## config.mk

```make
export PLATFORM = sky130hd
export DESIGN_NAME = router_fifo
export DESIGN_NICKNAME = d
export VERILOG_FILES = /design/src/rtl/router_pkg.sv /design/src/rtl/router_fifo_mem.sv /design/src/rtl/router_fifo.sv
export SDC_FILE = /design/constraint.sdc
export NUM_CORES = 1
export LEC_CHECK = 0
export ABC_CLOCK_PERIOD_IN_PS = 5900
export BUFFER_PORTS_ARGS = -buffer_cell sky130_fd_sc_hd__buf_4
export CORE_MARGIN = 2
export CORE_UTILIZATION = 60
export CTS_BUF_LIST = sky130_fd_sc_hd__clkbuf_4
export CTS_CLUSTER_SIZE = 25
export DETAILED_ROUTE_END_ITERATION = 16
export PLACE_DENSITY_LB_ADDON = 0.2
export SLEW_MARGIN = 30
export SYNTH_ARGS = -nofsm -noshare
export SYNTH_HDL_FRONTEND = slang
export SYNTH_SLANG_ARGS = --single-unit
```

## constraint.sdc

```tcl
create_clock -name clock -period 5.9 [get_ports clock]
set_input_delay 0.295 -clock clock [delete_from_list [all_inputs] [get_ports clock]]
set_output_delay 0.295 -clock clock [all_outputs]
set_load 0.05 [all_outputs]
```

## src/rtl/router_pkg.sv

```systemverilog
// Shared router definitions: header field positions, default FIFO geometry and
// the destination address encoding used by the synchronizer, FSM and FIFOs.
package router_pkg;

  localparam int FIFO_DEPTH   = 16;
  localparam int BYTE_W       = 8;
  localparam int HDR_LEN_MSB  = 7;
  localparam int HDR_LEN_LSB  = 2;
  localparam int HDR_ADDR_MSB = 1;
  localparam int HDR_ADDR_LSB = 0;
  localparam int PKT_CNT_W    = 7;

  typedef enum logic [1:0] {
    DEST_0 = 2'd0,
    DEST_1 = 2'd1,
    DEST_2 = 2'd2
  } router_addr_e;

  // Bytes still to come after a header: the payload plus the trailing parity byte.
  function automatic logic [PKT_CNT_W-1:0] pkt_reload(
    input logic [HDR_LEN_MSB-HDR_LEN_LSB:0] len
  );
    return {1'b0, len} + PKT_CNT_W'(1);
  endfunction

endpackage

```

## src/rtl/router_fifo_mem.sv

```systemverilog
// Entry storage for router_fifo: DEPTH x (WIDTH+1) register array with a
// synchronous write port and a registered read port that returns 0 when idle.
module router_fifo_mem #(
  parameter int DEPTH = 16,
  parameter int WIDTH = 8,
  localparam int AW   = $clog2(DEPTH)
) (
  input  logic           clk,
  input  logic           rst_n,
  input  logic           wr_en_i,
  input  logic [AW-1:0]  wr_addr_i,
  input  logic [WIDTH:0] wr_entry_i,
  input  logic           rd_en_i,
  input  logic [AW-1:0]  rd_addr_i,
  output logic [WIDTH:0] rd_entry_o,
  output logic [WIDTH-1:0] rd_data_q
);

  logic [WIDTH:0] mem_q [DEPTH];

  // NOTE: storage is deliberately not reset; validity is tracked by the pointers,
  // so clearing the array would only add reset fan-out.
  always_ff @(posedge clk) begin
    if (wr_en_i) begin
      mem_q[wr_addr_i] <= wr_entry_i;
    end
  end

  // The owner needs the entry at the read edge itself to update its packet counter.
  assign rd_entry_o = mem_q[rd_addr_i];

  // NOTE: sequential state uses non-blocking assignments so every register
  // samples pre-edge values regardless of process ordering.
  always_ff @(posedge clk or negedge rst_n) begin
    if (!rst_n) begin
      rd_data_q <= '0;
    end else if (rd_en_i) begin
      rd_data_q <= rd_entry_o[WIDTH-1:0];
    end else begin
      rd_data_q <= '0;
    end
  end

endmodule

```

## src/rtl/router_fifo.sv

```systemverilog
// Per-destination packet FIFO: wrap-bit pointers, full/empty flags, header
// tagging on write and a remaining-byte counter driven by the read side.
module router_fifo
  import router_pkg::*;
#(
  parameter int DEPTH = FIFO_DEPTH,
  parameter int WIDTH = BYTE_W
) (
  input  logic             clock,
  input  logic             resetn,
  input  logic             soft_reset,
  input  logic             write_enb,
  input  logic             read_enb,
  input  logic             lfd_state,
  input  logic [WIDTH-1:0] data_in,
  output logic [WIDTH-1:0] data_out,
  output logic             full,
  output logic             empty,
  output logic             pkt_active
);

  localparam int AW = $clog2(DEPTH);
  localparam logic [AW:0] PTR_ONE = (AW+1)'(1);

  logic [AW:0]          wr_ptr_q, wr_ptr_d;
  logic [AW:0]          rd_ptr_q, rd_ptr_d;
  logic [PKT_CNT_W-1:0] pkt_cnt_q, pkt_cnt_d;
  logic [WIDTH:0]       rd_entry;
  logic                 do_wr, do_rd;
  logic                 unused_addr;

  assign empty = (wr_ptr_q == rd_ptr_q);
  assign full  = (wr_ptr_q[AW-1:0] == rd_ptr_q[AW-1:0]) && (wr_ptr_q[AW] != rd_ptr_q[AW]);

  // Soft reset wins over both ports so a flush never leaves a half-accepted byte.
  assign do_wr = write_enb && !full  && !soft_reset;
  assign do_rd = read_enb  && !empty && !soft_reset;

  assign pkt_active  = (pkt_cnt_q != '0);
  assign unused_addr = ^rd_entry[HDR_ADDR_MSB:HDR_ADDR_LSB];

  router_fifo_mem #(
    .DEPTH (DEPTH),
    .WIDTH (WIDTH)
  ) u_mem (
    .clk        (clock),
    .rst_n      (resetn),
    .wr_en_i    (do_wr),
    .wr_addr_i  (wr_ptr_q[AW-1:0]),
    .wr_entry_i ({lfd_state, data_in}),
    .rd_en_i    (do_rd),
    .rd_addr_i  (rd_ptr_q[AW-1:0]),
    .rd_entry_o (rd_entry),
    .rd_data_q  (data_out)
  );

  // NOTE: every variable gets its hold value first so no path can infer a latch.
  always_comb begin
    wr_ptr_d  = wr_ptr_q;
    rd_ptr_d  = rd_ptr_q;
    pkt_cnt_d = pkt_cnt_q;
    if (soft_reset) begin
      wr_ptr_d  = '0;
      rd_ptr_d  = '0;
      pkt_cnt_d = '0;
    end else begin
      if (do_wr) begin
        wr_ptr_d = wr_ptr_q + PTR_ONE;
      end
      if (do_rd) begin
        rd_ptr_d = rd_ptr_q + PTR_ONE;
        if (rd_entry[WIDTH]) begin
          pkt_cnt_d = pkt_reload(rd_entry[HDR_LEN_MSB:HDR_LEN_LSB]);
        end else if (pkt_cnt_q != '0) begin
          pkt_cnt_d = pkt_cnt_q - PKT_CNT_W'(1);
        end
      end
    end
  end

  always_ff @(posedge clock or negedge resetn) begin
    if (!resetn) begin
      wr_ptr_q  <= '0;
      rd_ptr_q  <= '0;
      pkt_cnt_q <= '0;
    end else begin
      wr_ptr_q  <= wr_ptr_d;
      rd_ptr_q  <= rd_ptr_d;
      pkt_cnt_q <= pkt_cnt_d;
    end
  end

endmodule

```

== Word-level counts from Yosys, hierarchy flattened ==
Memory sizes are Yosys's and may differ from the RTL's.
Index checks and enable logic that the tools add are counted.
Storage, ports and cells
  flip-flop bits (word level): 25
  latch bits: 0
  memory bits (writable): 144
  bits in read-only memories: 0
  input bits: 14
  output and inout port bits: 11
  word-level logic and storage cells: 36
  memories kept: 1
Operators by class
  add/sub/neg operators: 4
  multipliers: 0
  div/mod/pow operators: 0
  magnitude comparators: 0
  equal/unequal tests: 3
  shift-type cells: 0
  multiplexer cells: 11
  bitwise gates (word level): 0
  reduce and logical (&&, ||, !) cells: 13
Memory list
  u_mem.mem_q: words 16, bits a word 9, rd ports 1, clocked after Yosys merged registers in 0, wr ports 1, line router_fifo_mem.sv:19  | logic [WIDTH:0] mem_q [DEPTH];
Operators with widths (count)
  two-way mux 7 bit: 4
  two-way mux 5 bit: 4
  adder 5 x 1 -> 5 bit (second input constant): 2
  two-way mux 8 bit: 1
  adder 6 x 1 -> 7 bit (second input constant): 1
  nonzero test 7 bit: 1
  subtractor 7 x 1 -> 7 bit (second input constant): 1
  == test 5 bit: 1
  logical AND 1 bit: 5
  == test 4 bit: 1
  nonzero test 2 bit: 2
  logical NOT 1 bit: 3
  nonzero test 3 bit: 1
  two-way mux 1 bit: 2
  AND reduction 2 bit: 1
  inequality test 1 bit: 1

== Logic depth before layout (Yosys ltp) ==
  word-level depth: 7
  depth in mapped cells: 9
  mapped depth without buffers: 8

== By module ==
Synthesis repeated with hierarchy kept, for this count alone.
Unflattened totals
  cell total of the unflattened synthesis: 383
  area total of the unflattened synthesis: 6966.7 µm²
By module, submodules not included
  router_fifo_mem: times used 1, cells each 260, area an instance 5813.1 µm², sequential area each 4524.3 µm²
  router_fifo: times used 1, cells each 123, area an instance 1153.6 µm², sequential area each 425.4 µm²

== Worst setup path before layout ==
OpenSTA, ideal clock, no wires.
  kind: register to register
  start: register rd_ptr_q[1]
  end: memory u_mem.mem_q[15][0] in the netlist's numbering (enable)
  setup time: 0.399 ns
  data arrival time: 2.136 ns
  path slack: 3.365 ns
  stages on the path, launching flop included: 7
  clock period less this slack: 2.535 ns
  path through: dfrtp_1 buf_6 buf_4 xnor2_1 nand4_2 o21ai_2 nor4_1
On the way
  cells in the longest elaborated chain, start to end: 7
RTL lines
  from (decl): line router_fifo.sv:26  | logic [AW:0] rd_ptr_q, rd_ptr_d;
  from (signal assigned): line router_fifo.sv:88  | rd_ptr_q <= rd_ptr_d;
  == test 4 bit: line router_fifo.sv:33  | assign full = (wr_ptr_q[AW-1:0] == rd_ptr_q[AW-1:0]) && (wr_ptr_q[AW] != rd_ptr_q[AW]);
  logical AND 1 bit: line router_fifo.sv:33
  logical NOT 1 bit: line router_fifo.sv:36  | assign do_wr = write_enb && !full && !soft_reset;
  logical AND 1 bit (2 in series): line router_fifo.sv:36
  two-way mux 1 bit: line router_fifo_mem.sv:24  | if (wr_en_i) begin
  two-way mux 1 bit (not written as such): line router_fifo_mem.sv:25  | mem_q[wr_addr_i] <= wr_entry_i;
  to (decl): line router_fifo_mem.sv:19
Every way passes these cells.

== Final worst setup path ==
  start: register rd_ptr_q[1]
  end: register pkt_cnt_q[2]
On the way
  cells in the longest elaborated chain, start to end: 6
  elaborated cells on any way between the ends: 12
  classes of those cells: 1 x add/sub; 1 x eq/ne; 3 x mux; 6 x reduce/logical; 1 x memory
RTL lines
  parallel branches: the longest is 6 deep, another holds memory read (16 x 9 bit)
  to (signal assigned): line router_fifo.sv:89  | pkt_cnt_q <= pkt_cnt_d;
  to (decl): line router_fifo.sv:27  | logic [PKT_CNT_W-1:0] pkt_cnt_q, pkt_cnt_d;
Parallel ways; which one is timed is not known. The select of a mux whose other input is x is not followed.
A chain may end at the register's enable or synchronous reset.

==> results.py <==
metrics = {
    "cts": {
        "post_cts_buffers": 0,
        "root_buffer": "clkbuf_4",
        "cts_made_buffers": 17,
        "cts_max_path_buffers": 2,
        "htreeDepth": 4,
        "cts_tree": "done",
        "clkSinkCount": 169,
        "insertion_delay_ps": 550,
        "clk_pin_slew_worst_paths_ps": 130,
    },
    "timing": {
        "hold_viol_final": 0,
        "relSlewSlack_pct": 39.5,
        "finalSetupViolCount": 0,
        "fin_crit_sh_pct": 53.4,
        "worstMarginPinSlew_ps": 908,
        "max_freq_mhz": 317,
        "layout_min_cycle_time_ps": 3150,
        "finClkSkew_ps": 18.6,
        "drv_slew": 0,
        "whs_ps": 53.2,
        "setup_tns_ps": 0,
        "rsz0062_at_grt": "no",
    },
    "worst_hold_path": {
        "hp-class": "in2reg",
    },
    "synthesis": {
        "synth_area_leader_cell": "edfxtp_1",
        "synth_fa_ha_area_share_pct": 1.24,
        "synth_cells": 378,
        "synth_fp_nets": 399,
        "synth_xor_area_share_pct": 2.10,
        "async_flop_share_pct": 14.8,
        "synth_compound_area_share_pct": 2.95,
        "synthFlopType": "edfxtp_1",
        "yosys_register_bits": 169,
        "yosysTopAreaCellShare_pct": 61.1,
        "seq_area_frac_synth_pct": 69.9,
        "synth.distinct_cells": 51,
        "synthesis.area_um2": 7080,
        "ys_warn_count": 0,
        "synth_top_family_by_area": "multiplexers",
        "avgSynthCellArea_um2": 18.7,
        "synth_edf_count": 144,
        "synth.area.mux_share_pct": 14.8,
        "synthSimpleGateAreaFrac_pct": 6.24,
        "synth_area_leaders": "edfxtp_1, mux4_2, dfrtp_1",
    },
    "placed_design": {
        "finalWeightedCongestion": 0.810,
        "dp.cells": 530,
        "port_buffers": 24,
        "hpwl_um": 8870,
    },
    "grt": {
        "overflow": 0,
        "antenna_found_initial": 0,
        "grt_max_degree": 34,
        "grt_pass1_vias": 3561,
        "grt_pass1_wl_um": 21600,
        "track_usage_pct": 23.8,
    },
    "layout": {
        "nNetsFinal": 429,
        "antenna_cells": 0,
        "seq_area_um2": 4950,
        "final_common_cell": "edfxtp_1",
        "multiInputGateArea_um2": 1940,
        "fin_cells": 564,
        "mostFrequentLayoutCells": "edfxtp_1, mux4_2, buf_4",
        "area_delta_synth_final_pct": 7.56,
        "nFillCells": 757,
        "drive_gt1_share_pct": 26.6,
    },
    "die": {
        "ios": 25,
        "num_rows": 39,
        "coreArea_um2": 11500,
        "die_y_um": 113,
        "die_w_um": 113,
        "initial_utilization_pct": 61.7,
        "die_area_um2": 12700,
    },
    "drt": {
        "viasPerCell": 6.31,
        "antenna_left": 0,
        "first_pass_iters": 5,
        "drt_iter0_drc": 311,
        "drc": 0,
        "wl_um": 13700,
        "vias": 3561,
        "avgRoutedWirePerCell_um": 24.3,
    },
    "power_and_ir_drop": {
        "vdd_ir_drop_max_uv": 284,
        "leakagePower_nw": 2.56,
        "p_per_area_nw_per_um2": 329,
    },
    "setup_path": {
        "slowest_delay_ps": 950,
        "crit_fanout": 33,
        "start_kind": "register",
        "worstPathRequired_ps": 6340,
        "cp_slowest_cell": "dfrtp_2",
        "critPathCaptureType": "register",
        "critical_path_class": "reg2reg",
        "path_cells": "buf_4 -> mux4_2 -> mux4_2 -> ha_1 -> xnor2_1 -> o31ai_1 -> o21a_1",
        "crit_arrival_ps": 3590,
        "crit_top_cell": "mux4_2",
    },
    "run": {
        "drv_cap": 0,
    },
    "run_status": {
        "outcome": "complete, no violations",
    },
}
-- what timing repair did --
item	CTS	global route
hold buffers	1	1
gates resized for setup	0	0
hold endpoints to repair	25	10
endpoints found under the setup margin	0	0
-- cell type report --
cell class,count,area share [%]
flip-flops and latches,169,65.0
multi-input cells,182,25.5
repair buffers,29,2.92
well taps,143,2.35
clock inverters,14,1.89
clock buffers,18,1.77
inverters,9,0.542
-- metrics by stage --
| stage | setup WS [ps] | util [%] | power, mW | area (um^2) |
|---|---|---|---|---|
| 6_report | 2750 | 66.4 | 2.51 | 7610 |
| 5_1_grt | 2550 | 66.4 | 2.61 | 7610 |
| 4_1_cts | 2710 | 66.3 | 2.52 | 7600 |
| 3_5_place_dp | 2730 | 63.8 | 1.88 | 7320 |
| 3_3_place_gp | 2780 | 63.8 | 1.86 | 7320 |
| 2_1_floorplan | 3360 | - | 1.76 | 7080 |
-- cells by family (layout without fill, tap and decap cells) --
kind of cell | count (synthesis) | in the layout
buf+inv | 27 | 70
compound gates | 29 | 29
simple gates | 79 | 79
mux | 50 | 50
fa+ha+maj | 7 | 7
xor+xnor | 17 | 17
flops | 169 | 169
-- worst max-delay path: cells and delay by family, from the launching register on --
family / cells / cell delay, ps
xor gates and xnor gates: 1 / 160
buffers and inverters: 1 / 330
muxes: 2 / 1050
adders and majority gates: 1 / 260
DFF: 1 / 950
AOI/OAI and AO/OA: 2 / 280
-- path summary, 6_finish.rpt --
path / from / to / slack (ps) / cells past startpoint
min: data_in[4] / u_mem.mem_q[11][4] / 50 / 1
max: rd_ptr_q[1] / pkt_cnt_q[2] / 2750 / 7
min reg2reg: pkt_cnt_q[1] / pkt_cnt_q[1] / 580 / 2
max reg2reg: rd_ptr_q[1] / pkt_cnt_q[2] / 2750 / 7
min in group asynchronous: resetn / u_mem.rd_data_q[2] / 160 / 2
max in group asynchronous: resetn / rd_ptr_q[1] / 5470 / 2
-- registers in the layout, summed over array words and instances (netlist names) --
| name | cells |
|---|---|
| u_mem.rd_data_q | 8 |
| pkt_cnt_q | 7 |
| u_mem.mem_q | 144 |
| wr_ptr_q | 5 |
| rd_ptr_q | 5 |
-- cells in the mapped netlist (3+ instances only) --
library cell / number
edfxtp_1: 144
mux4_2: 41
dfrtp_1: 25
nor2_1: 19
and2_1: 13
xnor2_1: 12
nand2_1: 9
ha_1: 7
inv_1: 7
and3_1: 6
mux2i_1: 6
clkbuf_1: 5
nor3_1: 5
o31ai_1: 5
xor2_1: 5
buf_6: 4
nand3_1: 4
nor4_1: 4
a21oi_1: 3
a22oi_1: 3
and4_1: 3
clkbuf_8: 3
nor2b_1: 3
o21ai_1: 3
o22ai_1: 3
-- where the power goes --
part           internal, mW  leakage, nW  switching, mW
combinational         0.203        0.764          0.280
clock                 0.260        0.159          0.398
sequential             1.32         1.64         0.0425
total                  1.79         2.56          0.720
-- per-layer routing --
metal / wire length, um / vias up / track usage [%]
met3: 931 / 20 / 6.26
met2: 6630 / 143 / 35.9
met5: 0 / - / 0
li1: - / 1578 / -
met4: 223 / 0 / 7.80
met1: 5910 / 1820 / 34.7
No activity file was read; power rests on OpenSTA's default activity.
